===== src/rtl/wr_line_packer_if.sv =====
`default_nettype none
// ============================================================================
// Module      : wr_line_packer_if
// Description : Word-write and line-write bundle for wr_line_packer.
//               slave  = the packer itself (accepts words, drives lines)
//               master = the surrounding environment (accelerator + channel)
// Revision    : 1.0 - initial release
// ============================================================================
interface wr_line_packer_if #(
  parameter int ADDR_LMT    = 20,
  parameter int MDATA       = 14,
  parameter int CACHE_WIDTH = 512,
  parameter int DATA_WIDTH  = 32
);
  localparam int LINE_WORDS = CACHE_WIDTH / DATA_WIDTH;
  localparam int IDX_W      = $clog2(LINE_WORDS);

  // word side (accelerator -> packer)
  logic [ADDR_LMT+IDX_W-1:0] in_wr_addr;
  logic [MDATA-1:0]          in_wr_mdata;
  logic [DATA_WIDTH-1:0]     in_wr_data;
  logic                      in_wr_en;
  logic                      in_wr_now;
  logic                      in_wr_almostfull;

  // line side (packer -> CCI line-write channel)
  logic [ADDR_LMT-1:0]       ln_wr_addr;
  logic [MDATA-1:0]          ln_wr_mdata;
  logic [CACHE_WIDTH-1:0]    ln_wr_data;
  logic [LINE_WORDS-1:0]     ln_wr_mask;
  logic                      ln_wr_en;
  logic                      ln_wr_almostfull;
  logic                      ln_wr_rsp_valid;

  // status
  logic [7:0]                outstanding;
  logic                      idle;

  modport slave (
    input  in_wr_addr, in_wr_mdata, in_wr_data, in_wr_en, in_wr_now,
    output in_wr_almostfull,
    output ln_wr_addr, ln_wr_mdata, ln_wr_data, ln_wr_mask, ln_wr_en,
    input  ln_wr_almostfull, ln_wr_rsp_valid,
    output outstanding, idle
  );

  modport master (
    output in_wr_addr, in_wr_mdata, in_wr_data, in_wr_en, in_wr_now,
    input  in_wr_almostfull,
    input  ln_wr_addr, ln_wr_mdata, ln_wr_data, ln_wr_mask, ln_wr_en,
    output ln_wr_almostfull, ln_wr_rsp_valid,
    input  outstanding, idle
  );
endinterface
`default_nettype wire


===== src/rtl/wr_line_packer.sv =====
`default_nettype none
// ============================================================================
// Module      : wr_line_packer
// Description : Packs 32-bit result words into 512-bit masked cache lines,
//               queues them in a 4-entry FIFO and issues them to the line
//               write channel while counting outstanding line writes.
//               Optional macro PACKER_TIMEOUT_EN: push a partial line after
//               63 cycles without an accepted word.
// Revision    : 1.0 - initial release
// ============================================================================
module wr_line_packer #(
  parameter int ADDR_LMT    = 20,
  parameter int MDATA       = 14,
  parameter int CACHE_WIDTH = 512,
  parameter int DATA_WIDTH  = 32
) (
  input  logic            clk,
  input  logic            reset_n,
  wr_line_packer_if.slave bus
);
  localparam int LINE_WORDS       = CACHE_WIDTH / DATA_WIDTH;
  localparam int IDX_W            = $clog2(LINE_WORDS);
  localparam int ENT_W            = ADDR_LMT + CACHE_WIDTH + LINE_WORDS + MDATA;
  localparam int FIFO_DEPTH       = 4;
  localparam logic [2:0] FIFO_FULL = 3'd4;
  localparam logic [7:0] OUT_MAX   = 8'hFF;

  // assembly line
  logic                   asm_vld_q,   asm_vld_d;
  logic [ADDR_LMT-1:0]    asm_addr_q,  asm_addr_d;
  logic [CACHE_WIDTH-1:0] asm_data_q,  asm_data_d;
  logic [LINE_WORDS-1:0]  asm_mask_q,  asm_mask_d;
  logic [MDATA-1:0]       asm_mdata_q, asm_mdata_d;
  logic                   flush_pend_q, flush_pend_d;

  // output FIFO and issue register
  logic [ENT_W-1:0]       fifo_q [FIFO_DEPTH];
  logic [1:0]             wr_ptr_q, rd_ptr_q;
  logic [2:0]             cnt_q;
  logic [ENT_W-1:0]       ln_ent_q;
  logic                   ln_en_q;
  logic [7:0]             out_q;

  // combinational helpers
  logic [IDX_W-1:0]       w_idx;
  logic [ADDR_LMT-1:0]    w_laddr;
  logic                   w_same;
  logic [CACHE_WIDTH-1:0] w_mrg_data, w_new_data;
  logic [LINE_WORDS-1:0]  w_mrg_mask, w_new_mask;
  logic                   w_push;
  logic [ADDR_LMT-1:0]    w_push_addr;
  logic [CACHE_WIDTH-1:0] w_push_data;
  logic [LINE_WORDS-1:0]  w_push_mask;
  logic [MDATA-1:0]       w_push_mdata;
  logic [ENT_W-1:0]       w_push_ent;
  logic                   w_can_issue, w_fifo_empty, w_bypass, w_pop, w_issue;
  logic                   w_fifo_wr, w_rsp, w_tmo_fire;

`ifdef PACKER_TIMEOUT_EN
  logic [5:0] tmo_q;

  assign w_tmo_fire = (tmo_q == 6'd63) && asm_vld_q && (cnt_q != FIFO_FULL);

  // Idle timer: restarts on every accepted word, saturates at 63
  always_ff @(posedge clk or negedge reset_n) begin
    if (!reset_n)          tmo_q <= '0;
    else if (bus.in_wr_en) tmo_q <= '0;
    else if (tmo_q != 6'd63) tmo_q <= tmo_q + 6'd1;
  end
`else
  assign w_tmo_fire = 1'b0;
`endif

  assign w_idx   = bus.in_wr_addr[IDX_W-1:0];
  assign w_laddr = bus.in_wr_addr[ADDR_LMT+IDX_W-1:IDX_W];
  assign w_same  = asm_vld_q && (asm_addr_q == w_laddr);

  // Build the merged line (current + word) and a fresh line (word only)
  always_comb begin
    w_mrg_data = asm_vld_q ? asm_data_q : '0;
    w_mrg_mask = asm_vld_q ? asm_mask_q : '0;
    w_mrg_data[w_idx*DATA_WIDTH +: DATA_WIDTH] = bus.in_wr_data;
    w_mrg_mask[w_idx] = 1'b1;
    w_new_data = '0;
    w_new_mask = '0;
    w_new_data[w_idx*DATA_WIDTH +: DATA_WIDTH] = bus.in_wr_data;
    w_new_mask[w_idx] = 1'b1;
  end

  // Assembly next state and the (at most one) line push of this cycle
  always_comb begin
    asm_vld_d    = asm_vld_q;
    asm_addr_d   = asm_addr_q;
    asm_data_d   = asm_data_q;
    asm_mask_d   = asm_mask_q;
    asm_mdata_d  = asm_mdata_q;
    flush_pend_d = 1'b0;
    w_push       = 1'b0;
    w_push_addr  = asm_addr_q;
    w_push_data  = asm_data_q;
    w_push_mask  = asm_mask_q;
    w_push_mdata = asm_mdata_q;
    if (bus.in_wr_en) begin
      if (asm_vld_q && !w_same) begin
        // leaving the line: retire the old one, open a new one with this word
        w_push       = 1'b1;
        asm_vld_d    = 1'b1;
        asm_addr_d   = w_laddr;
        asm_data_d   = w_new_data;
        asm_mask_d   = w_new_mask;
        asm_mdata_d  = bus.in_wr_mdata;
        flush_pend_d = bus.in_wr_now;
      end else begin
        w_push_addr  = w_laddr;
        w_push_data  = w_mrg_data;
        w_push_mask  = w_mrg_mask;
        w_push_mdata = bus.in_wr_mdata;
        // a pending flush also retires the line the word merged into
        if ((&w_mrg_mask) || bus.in_wr_now || flush_pend_q) begin
          w_push    = 1'b1;
          asm_vld_d = 1'b0;
        end else begin
          asm_vld_d   = 1'b1;
          asm_addr_d  = w_laddr;
          asm_data_d  = w_mrg_data;
          asm_mask_d  = w_mrg_mask;
          asm_mdata_d = bus.in_wr_mdata;
        end
      end
    end else if ((flush_pend_q || w_tmo_fire) && asm_vld_q) begin
      w_push    = 1'b1;
      asm_vld_d = 1'b0;
    end
  end

  assign w_push_ent   = {w_push_addr, w_push_data, w_push_mask, w_push_mdata};
  assign w_can_issue  = !bus.ln_wr_almostfull && (out_q != OUT_MAX);
  assign w_fifo_empty = (cnt_q == 3'd0);
  // an empty FIFO lets a fresh push go straight to the issue register
  assign w_bypass     = w_push && w_fifo_empty && w_can_issue;
  assign w_pop        = !w_fifo_empty && w_can_issue;
  assign w_issue      = w_pop || w_bypass;
  assign w_fifo_wr    = w_push && !w_bypass && ((cnt_q != FIFO_FULL) || w_pop);
  assign w_rsp        = bus.ln_wr_rsp_valid && (out_q != 8'd0);

  // Assembly line registers
  always_ff @(posedge clk or negedge reset_n) begin
    if (!reset_n) begin
      asm_vld_q    <= 1'b0;
      asm_addr_q   <= '0;
      asm_data_q   <= '0;
      asm_mask_q   <= '0;
      asm_mdata_q  <= '0;
      flush_pend_q <= 1'b0;
    end else begin
      asm_vld_q    <= asm_vld_d;
      asm_addr_q   <= asm_addr_d;
      asm_data_q   <= asm_data_d;
      asm_mask_q   <= asm_mask_d;
      asm_mdata_q  <= asm_mdata_d;
      flush_pend_q <= flush_pend_d;
    end
  end

  // FIFO storage; validity is carried by the pointers and count
  always_ff @(posedge clk) begin
    if (w_fifo_wr) fifo_q[wr_ptr_q] <= w_push_ent;
  end

  // FIFO pointers, line issue register and outstanding counter
  always_ff @(posedge clk or negedge reset_n) begin
    if (!reset_n) begin
      wr_ptr_q <= '0;
      rd_ptr_q <= '0;
      cnt_q    <= '0;
      ln_ent_q <= '0;
      ln_en_q  <= 1'b0;
      out_q    <= '0;
    end else begin
      if (w_fifo_wr) wr_ptr_q <= wr_ptr_q + 2'd1;
      if (w_pop)     rd_ptr_q <= rd_ptr_q + 2'd1;
      cnt_q   <= cnt_q + {2'b00, w_fifo_wr} - {2'b00, w_pop};
      ln_en_q <= w_issue;
      if (w_pop)         ln_ent_q <= fifo_q[rd_ptr_q];
      else if (w_bypass) ln_ent_q <= w_push_ent;
      if (w_issue && !w_rsp)      out_q <= out_q + 8'd1;
      else if (!w_issue && w_rsp) out_q <= out_q - 8'd1;
    end
  end

  assign bus.ln_wr_mdata      = ln_ent_q[MDATA-1:0];
  assign bus.ln_wr_mask       = ln_ent_q[MDATA +: LINE_WORDS];
  assign bus.ln_wr_data       = ln_ent_q[MDATA+LINE_WORDS +: CACHE_WIDTH];
  assign bus.ln_wr_addr       = ln_ent_q[MDATA+LINE_WORDS+CACHE_WIDTH +: ADDR_LMT];
  assign bus.ln_wr_en         = ln_en_q;
  assign bus.outstanding      = out_q;
  // two entries of headroom absorb the upstream one-cycle reaction lag
  assign bus.in_wr_almostfull = (cnt_q >= 3'd2) || flush_pend_q;
  assign bus.idle             = !asm_vld_q && w_fifo_empty && !flush_pend_q &&
                                (out_q == 8'd0);
endmodule
`default_nettype wire

===== src/flat_wrapper.sv =====
// flat-port wrapper written by rule: the top's interface ports become plain ports
module wr_line_packer_flat 
#(
  parameter int ADDR_LMT    = 20,
  parameter int MDATA       = 14,
  parameter int CACHE_WIDTH = 512,
  parameter int DATA_WIDTH  = 32
)
  (clk, reset_n, bus_in_wr_addr, bus_in_wr_mdata, bus_in_wr_data, bus_in_wr_en, bus_in_wr_now, bus_in_wr_almostfull, bus_ln_wr_addr, bus_ln_wr_mdata, bus_ln_wr_data, bus_ln_wr_mask, bus_ln_wr_en, bus_ln_wr_almostfull, bus_ln_wr_rsp_valid, bus_outstanding, bus_idle);
  wr_line_packer_if #(.ADDR_LMT(ADDR_LMT), .MDATA(MDATA), .CACHE_WIDTH(CACHE_WIDTH), .DATA_WIDTH(DATA_WIDTH)) bus_i ();
  input  logic clk;
  input  logic reset_n;
  input wire logic [$bits(bus_i.in_wr_addr)-1:0] bus_in_wr_addr;
  input wire logic [$bits(bus_i.in_wr_mdata)-1:0] bus_in_wr_mdata;
  input wire logic [$bits(bus_i.in_wr_data)-1:0] bus_in_wr_data;
  input wire logic [$bits(bus_i.in_wr_en)-1:0] bus_in_wr_en;
  input wire logic [$bits(bus_i.in_wr_now)-1:0] bus_in_wr_now;
  output wire logic [$bits(bus_i.in_wr_almostfull)-1:0] bus_in_wr_almostfull;
  output wire logic [$bits(bus_i.ln_wr_addr)-1:0] bus_ln_wr_addr;
  output wire logic [$bits(bus_i.ln_wr_mdata)-1:0] bus_ln_wr_mdata;
  output wire logic [$bits(bus_i.ln_wr_data)-1:0] bus_ln_wr_data;
  output wire logic [$bits(bus_i.ln_wr_mask)-1:0] bus_ln_wr_mask;
  output wire logic [$bits(bus_i.ln_wr_en)-1:0] bus_ln_wr_en;
  input wire logic [$bits(bus_i.ln_wr_almostfull)-1:0] bus_ln_wr_almostfull;
  input wire logic [$bits(bus_i.ln_wr_rsp_valid)-1:0] bus_ln_wr_rsp_valid;
  output wire logic [$bits(bus_i.outstanding)-1:0] bus_outstanding;
  output wire logic [$bits(bus_i.idle)-1:0] bus_idle;
  assign bus_i.in_wr_addr = bus_in_wr_addr;
  assign bus_i.in_wr_mdata = bus_in_wr_mdata;
  assign bus_i.in_wr_data = bus_in_wr_data;
  assign bus_i.in_wr_en = bus_in_wr_en;
  assign bus_i.in_wr_now = bus_in_wr_now;
  assign bus_in_wr_almostfull = bus_i.in_wr_almostfull;
  assign bus_ln_wr_addr = bus_i.ln_wr_addr;
  assign bus_ln_wr_mdata = bus_i.ln_wr_mdata;
  assign bus_ln_wr_data = bus_i.ln_wr_data;
  assign bus_ln_wr_mask = bus_i.ln_wr_mask;
  assign bus_ln_wr_en = bus_i.ln_wr_en;
  assign bus_i.ln_wr_almostfull = bus_ln_wr_almostfull;
  assign bus_i.ln_wr_rsp_valid = bus_ln_wr_rsp_valid;
  assign bus_outstanding = bus_i.outstanding;
  assign bus_idle = bus_i.idle;
  wr_line_packer #(.ADDR_LMT(ADDR_LMT), .MDATA(MDATA), .CACHE_WIDTH(CACHE_WIDTH), .DATA_WIDTH(DATA_WIDTH)) u_core (.clk(clk), .reset_n(reset_n), .bus(bus_i));
endmodule

===== config.mk =====
export PLATFORM = sky130hd
export DESIGN_NAME = wr_line_packer_flat
export DESIGN_NICKNAME = d
export VERILOG_FILES = /design/src/rtl/wr_line_packer_if.sv /design/src/rtl/wr_line_packer.sv /design/src/flat_wrapper.sv
export SDC_FILE = /design/constraint.sdc
export NUM_CORES = 2
export LEC_CHECK = 0
export BUFFER_PORTS_ARGS = -buffer_cell sky130_fd_sc_hd__buf_2
export CAP_MARGIN = 30
export CORE_MARGIN = 4
export CORE_UTILIZATION = 39
export DETAILED_ROUTE_END_ITERATION = 8
export HOLD_SLACK_MARGIN = 0.08
export PLACE_DENSITY = 0.51
export SYNTH_ARGS = -nofsm -noshare
export SYNTH_HDL_FRONTEND = slang
export SYNTH_SLANG_ARGS = --single-unit
export TNS_END_PERCENT = 20

===== constraint.sdc =====
create_clock -name clk -period 20.1 [get_ports clk]
set_input_delay 3.015 -clock clk [delete_from_list [all_inputs] [get_ports clk]]
set_output_delay 3.015 -clock clk [all_outputs]
set_load 0.005 [all_outputs]

---- Yosys cells after proc, flatten, opt, wreduce, memory -nomap -nowiden ----
Memory sizes are Yosys's and may differ from the RTL's.
Cells that the tools add are included.
word-level totals
  flip-flop bits (word level) ............. 1142
  bits in writable memories ............... 2248
  input port bits ......................... 76
  output and inout bits ................... 573
  word-level logic and storage cells ...... 105
  memories kept ........................... 1
memories
  name           depth  width  read ports  clocked after Yosys merged registers in  wr ports  line                  RTL
  u_core.fifo_q  4      562    1           0                                        1         wr_line_packer.sv:37  logic [ENT_W-1:0] fifo_q [FIFO_DEPTH];
operators by class
  $add $sub $neg .......................... 7
  order comparisons ....................... 3
  equality and inequality tests ........... 4
  shift operators ......................... 2
  mux-type cells .......................... 37
  bitwise gates (word level) .............. 2
  reduce and logical (&&, ||, !) cells .... 37
operators with widths
  kind                                                     number
  two-way mux 512 bit                                      5
  two-way mux 562 bit                                      2
  bitwise AND 512 bit                                      1
  bitwise mux 512 bit                                      1
  variable shift 32 x 34 -> 512 bit, first input constant  1
  variable part select 32 x 34 -> 512 bit                  1
  two-way mux 16 bit                                       5
  two-way mux 20 bit                                       4
  two-way mux 14 bit                                       4
  negator 9 -> 34 bit                                      1
  equality test 20 bit                                     1
  logical AND 1 bit                                        16
  two-way mux 8 bit                                        2
  OR 16 bit                                                1
  AND reduction 16 bit                                     1
  two-way mux 1 bit                                        13
  adder 8 x 1 -> 8 bit, second input constant              1
  logical NOT 1 bit                                        8
  logical NOT 8 bit                                        1
  inequality test 8 bit, second input constant             1
  nonzero test 8 bit                                       1
  subtractor 8 x 1 -> 8 bit, second input constant         1
  nonzero test 2 bit                                       3
  logical OR 1 bit                                         5
  other kinds (11)                                         12

---- Longest topological paths before layout ----
  word-level depth ........................ 18
  gate-level depth with buffers ........... 24
  depth with buffers taken out ............ 18

---- Worst setup path before layout ----
No wires, ideal clock.
  kind .................................... input -> register
  start point ............................. input bus_in_wr_addr[0]
  end point ............................... memory u_core.fifo_q[0][0] in the netlist's numbering (enable)
  library setup time ...................... 1.001 ns
  arrival ................................. 17.756 ns
  required time ........................... 19.099 ns
  path slack .............................. 1.343 ns
  stages .................................. 11
  path buffers ............................ 2
  cell sequence ........................... clkbuf_1 -> inv_1 -> ha_1 -> buf_2 -> and4bb_1 -> a221oi_1 -> or4_4 -> o31ai_4 -> a2bb2oi_1 -> a31oi_1 -> and2_1
between the ends
  longest elaborated chain between the ends .. 18
  elaborated cells between the ends (all ways) .. 19
  classes of those cells .................. 2 x order compare; 7 x mux; 1 x bitwise; 9 x reduce/logical
ends and longest elaborated chain
  what                                                                                                             line                   RTL
  start, declared                                                                                                  flat_wrapper.sv:13     input wire logic [$bits(bus_i.in_wr_addr)-1:0] bus_in_wr_addr;
  < comparator 4 x 5 -> 1 bit (not written as such) or greater-or-equal comparator 4 x 1 -> 1 bit (tied branches)  wr_line_packer.sv:83   w_mrg_mask[w_idx] = 1'b1;
  logical AND 1 bit (not written as such)                                                                          wr_line_packer.sv:83
  two-way mux 1 bit (not written as such)                                                                          wr_line_packer.sv:83
  demux 1 bit (select 4 bit) *                                                                                     n/a
  OR 16 bit (no line) *                                                                                            n/a
  AND reduction 16 bit *                                                                                           wr_line_packer.sv:119  if ((&w_mrg_mask) || bus.in_wr_now || flush_pend_q) begin
  logical OR 1 bit * (2 in a row)                                                                                  wr_line_packer.sv:119
  two-way mux 1 bit *                                                                                              wr_line_packer.sv:119
  two-way mux 1 bit *                                                                                              wr_line_packer.sv:104  if (asm_vld_q && !w_same) begin
  two-way mux 1 bit *                                                                                              wr_line_packer.sv:103  if (bus.in_wr_en) begin
  logical AND 1 bit (2 in a row)                                                                                   wr_line_packer.sv:140  assign w_bypass = w_push && w_fifo_empty && w_can_issue;
  logical NOT 1 bit                                                                                                wr_line_packer.sv:143  assign w_fifo_wr = w_push && !w_bypass && ((cnt_q != FIFO_FULL) || w_pop);
  logical AND 1 bit * (2 in a row)                                                                                 wr_line_packer.sv:143
  net u_core.w_fifo_wr                                                                                             wr_line_packer.sv:57   logic w_fifo_wr, w_rsp, w_tmo_fire;
  two-way mux 1 bit *                                                                                              wr_line_packer.sv:167  if (w_fifo_wr) fifo_q[wr_ptr_q] <= w_push_ent;
  two-way mux 1 bit (not written as such) *                                                                        wr_line_packer.sv:167
  end, declared                                                                                                    wr_line_packer.sv:37
The timed path passes the listed nets; every way through them passes the cells marked *.

---- Final worst setup path ----
  start point ............................. input bus_in_wr_addr[0]
  end point ............................... memory u_core.fifo_q[1][330] in the netlist's numbering (enable)
The elaborated chain is that of the path after synthesis.

==> flow_metrics.env <==
export IMPL_finalSetupTns_ns=0
export IMPL_clock_skew_ns=0.0756
export IMPL_routed_wl_mm=469
export IMPL_drive_gt1_share_pct=22.5
export IMPL_max_freq_mhz=113
export IMPL_dp_hpwl_mm=273
export IMPL_grt_usage_pct=25.2
export IMPL_avgSynthCellArea_um2=15.5
export IMPL_cp_slowest_cell="buf_4"
export IMPL_core_area_um2=353000
export IMPL_die_w_um=603
export IMPL_synth_seq_cells=3390
export IMPL_synth_seq_area_share_pct=69.6
export IMPL_synth_edf_count=2248
export IMPL_whs_ns=0.486
export IMPL_drcViolationCount=0
export IMPL_ios=649
export IMPL_synth_nets=9001
export IMPL_synth_cell_area_um2=138000
export IMPL_fin_cells=14500
export IMPL_detail_route_antenna_nets=0
export IMPL_cp_data_required_time_ns=20.64
export IMPL_cts_buffers=371
export IMPL_cts_tree="done"
export IMPL_drv_cap=0
export IMPL_hold_violations=0
export IMPL_cts_sinks=3390
export IMPL_status="completed"
export IMPL_vias=86800
export IMPL_dr_wl_met3_mm=34.5
export IMPL_fin_util_pct=45.2
export IMPL_hold_path_class="flop to flop"
export IMPL_p_leak_nw=58.0
export IMPL_gp_congestion=0.788
export IMPL_path_class="input port to flop"
export IMPL_grt_pass1_vias=86700
export IMPL_yosys_most_used_dff="edfxtp_1"
export IMPL_grt_max_degree=187
export IMPL_grt_setup_unrepaired="no"
export IMPL_power_density_nw_per_um2=145
export IMPL_cts_root_buf="clkbuf_16"
export IMPL_nets=9518
export IMPL_clk_insertion_delay_late_ns=0.97
export IMPL_postCtsSetupBuffers=0
export IMPL_end_kind="flop"
export IMPL_drtIter0Drc=9270
export IMPL_slowest_delay_ns=0.85
export IMPL_cts_htree_levels=5
export IMPL_ir_drop_mv=0.110
export IMPL_clk_path_buf_depth=4
export IMPL_ys_warn_count=0
export IMPL_clk_pin_slew_worst_paths_ns=0.05
export IMPL_num_rows=218
export IMPL_critPathMostFrequentCell="buf_4"
export IMPL_period_share_pct=44.0
export IMPL_start_util_pct=39.2
export IMPL_start_kind="input port"
export IMPL_critical_path_top_delay_family="buffers and inverters"
export IMPL_ctsHoldBuffers=0
export IMPL_drv_slew=0
export IMPL_grt_pass1_wl_mm=667
export IMPL_fin_crit_ns=8.83
export IMPL_top_layer_used="met5"
export IMPL_first_pass_iters=6
export IMPL_post_drt_wl_per_cell_um=32.4
export IMPL_slew_headroom_pct=9.55
export IMPL_wl_met1_mm=198
export IMPL_dpl_cell_area_um2=147000
export IMPL_synthToLayoutAreaGrowth_pct=15.3
export IMPL_ys_types=71
export IMPL_post_drt_via_cell_ratio=5.99
export IMPL_cts_resized=0
export IMPL_worst_slew_pin_slew_ns=1.36
export IMPL_overflow=0
export IMPL_final_area_um2=159000
export IMPL_synth_cells=8901
export IMPL_arrival_ns=9.37
export IMPL_port_buffers=648
export IMPL_cp_num_buf_inv=5
export IMPL_finalSetupViolations=0
export IMPL_dr_wl_met2_mm=218
export IMPL_dieHeight_um=603
export IMPL_cp_cell_sequence="buf_2 -> inv_1 -> ha_1 -> and4bb_1 -> a221oi_1 -> or4_4 -> o31ai_4 -> a2bb2oi_1 -> a31oi_1 -> and2_4 -> buf_4 -> buf_4 -> buf_4"
export IMPL_die_area_um2=364000
export IMPL_place_inst=13800
export IMPL_async_flop_share_pct=33.7
export IMPL_antenna_found_initial=47
export IMPL_critPathMaxFanout=55
==> cells in the mapped netlist (all sizes together) (6+ instances only) <==
cell type | count | share of area (%)
clkbuf | 439 | 1.2
nor2 | 412 | 1.1
o31ai | 293 | 1.6
a21o | 6 | 0.033
mux4 | 562 | 9.2
and2 | 231 | 1.0
buf | 303 | 1.1
xnor2 | 30 | 0.19
nand3 | 47 | 0.17
nor3 | 9 | 0.033
a211o | 141 | 0.89
a32o | 103 | 0.75
ha | 22 | 0.20
inv | 44 | 0.12
a2bb2oi | 29 | 0.18
o2bb2ai | 492 | 3.1
a221oi | 293 | 2.3
nand2 | 1080 | 2.9
mux2 | 39 | 0.37
o211ai | 28 | 0.15
nand4 | 9 | 0.041
a21oi | 10 | 0.042
edfxtp | 2248 | 49
o21ai | 590 | 2.2
and3 | 178 | 0.81
dfrtp | 1142 | 21
a22o | 67 | 0.42
==> routing by layer <==
metal	up-vias	global-route usage, %
li1	35900	-
met1	46300	35.6
met2	3807	39.2
met3	729	3.93
met4	4	9.99
met5	-	0
==> state kept, by name, summed over array words and instances, names as in the netlist <==
register                count
u_core.flush_pend_q         1
u_core.wr_ptr_q             2
u_core.asm_data_q         512
u_core.cnt_q                3
u_core.asm_addr_q          20
u_core.ln_ent_q           562
u_core.bus.ln_wr_en         1
u_core.asm_vld_q            1
u_core.fifo_q            2248
u_core.rd_ptr_q             2
u_core.asm_mask_q          16
u_core.asm_mdata_q         14
u_core.bus.outstanding      8
==> cell type report <==
type / count / area (µm²)
Sequential cell: 3390 / 96100
Antenna cell: 34 / 85.1
Multi-Input combinational cell: 4724 / 39100
Fill cell: 31200 / 193000
Timing Repair Buffer: 886 / 5680
Inverter: 45 / 176
Clock buffer: 563 / 10700
Clock inverter: 131 / 1490
Tap cell: 4730 / 5920
==> kinds of logic after synthesis <==
group / synth area share, %
muxes: 9.54
and+or+nand+nor: 6.27
adders and majority gates: 0.228
xor gates and xnor gates: 0.216
DFF: 69.6
AOI/OAI and AO/OA: 11.8
buffers and inverters: 2.41
==> through the flow <==
step	worst slack, ns	power [W]
after floorplan	1.34	0.0142
after global placement	10.34	0.0163
after detailed placement	10.25	0.0165
after CTS	11.27	0.0233
after global routing	11.02	0.0241
final	11.27	0.0230
==> where the power goes <==
part / switching (W) / leakage [nW] / total, W / internal (W)
sequential: 0.00109 / 34.7 / 0.0104 / 0.00929
combinational: 0.00334 / 17.4 / 0.00584 / 0.00250
clock: 0.00284 / 5.95 / 0.00683 / 0.00399
total: 0.00727 / 58.0 / 0.0230 / 0.0158
==> layout by cell type, fill, tap and decap left out, types with 222 or more instances in the layout <==
cell / n
o21ai_0: 515
buf_2: 650
o31ai_1: 292
and2_1: 222
o2bb2ai_1: 492
nor2_1: 402
mux4_2: 562
edfxtp_1: 2248
dfrtp_1: 1140
clkbuf_16: 377
nand2_1: 1063
==> path summary, 6_finish.rpt <==
path	slack, ns	cells after the start	to	startpoint
max	11.27	13	u_core.fifo_q[1][330]	bus_in_wr_addr[0]
min	0.49	1	u_core.asm_data_q[221]	u_core.asm_data_q[221]
max reg2reg	13.95	11	u_core.fifo_q[1][330]	u_core.asm_addr_q[15]
min reg2reg	0.49	1	u_core.asm_data_q[221]	u_core.asm_data_q[221]
max in group asynchronous	14.71	7	u_core.asm_data_q[301]	reset_n
min in group asynchronous	2.01	1	u_core.ln_ent_q[366]	reset_n
No activity file was read; power rests on OpenSTA's default activity.
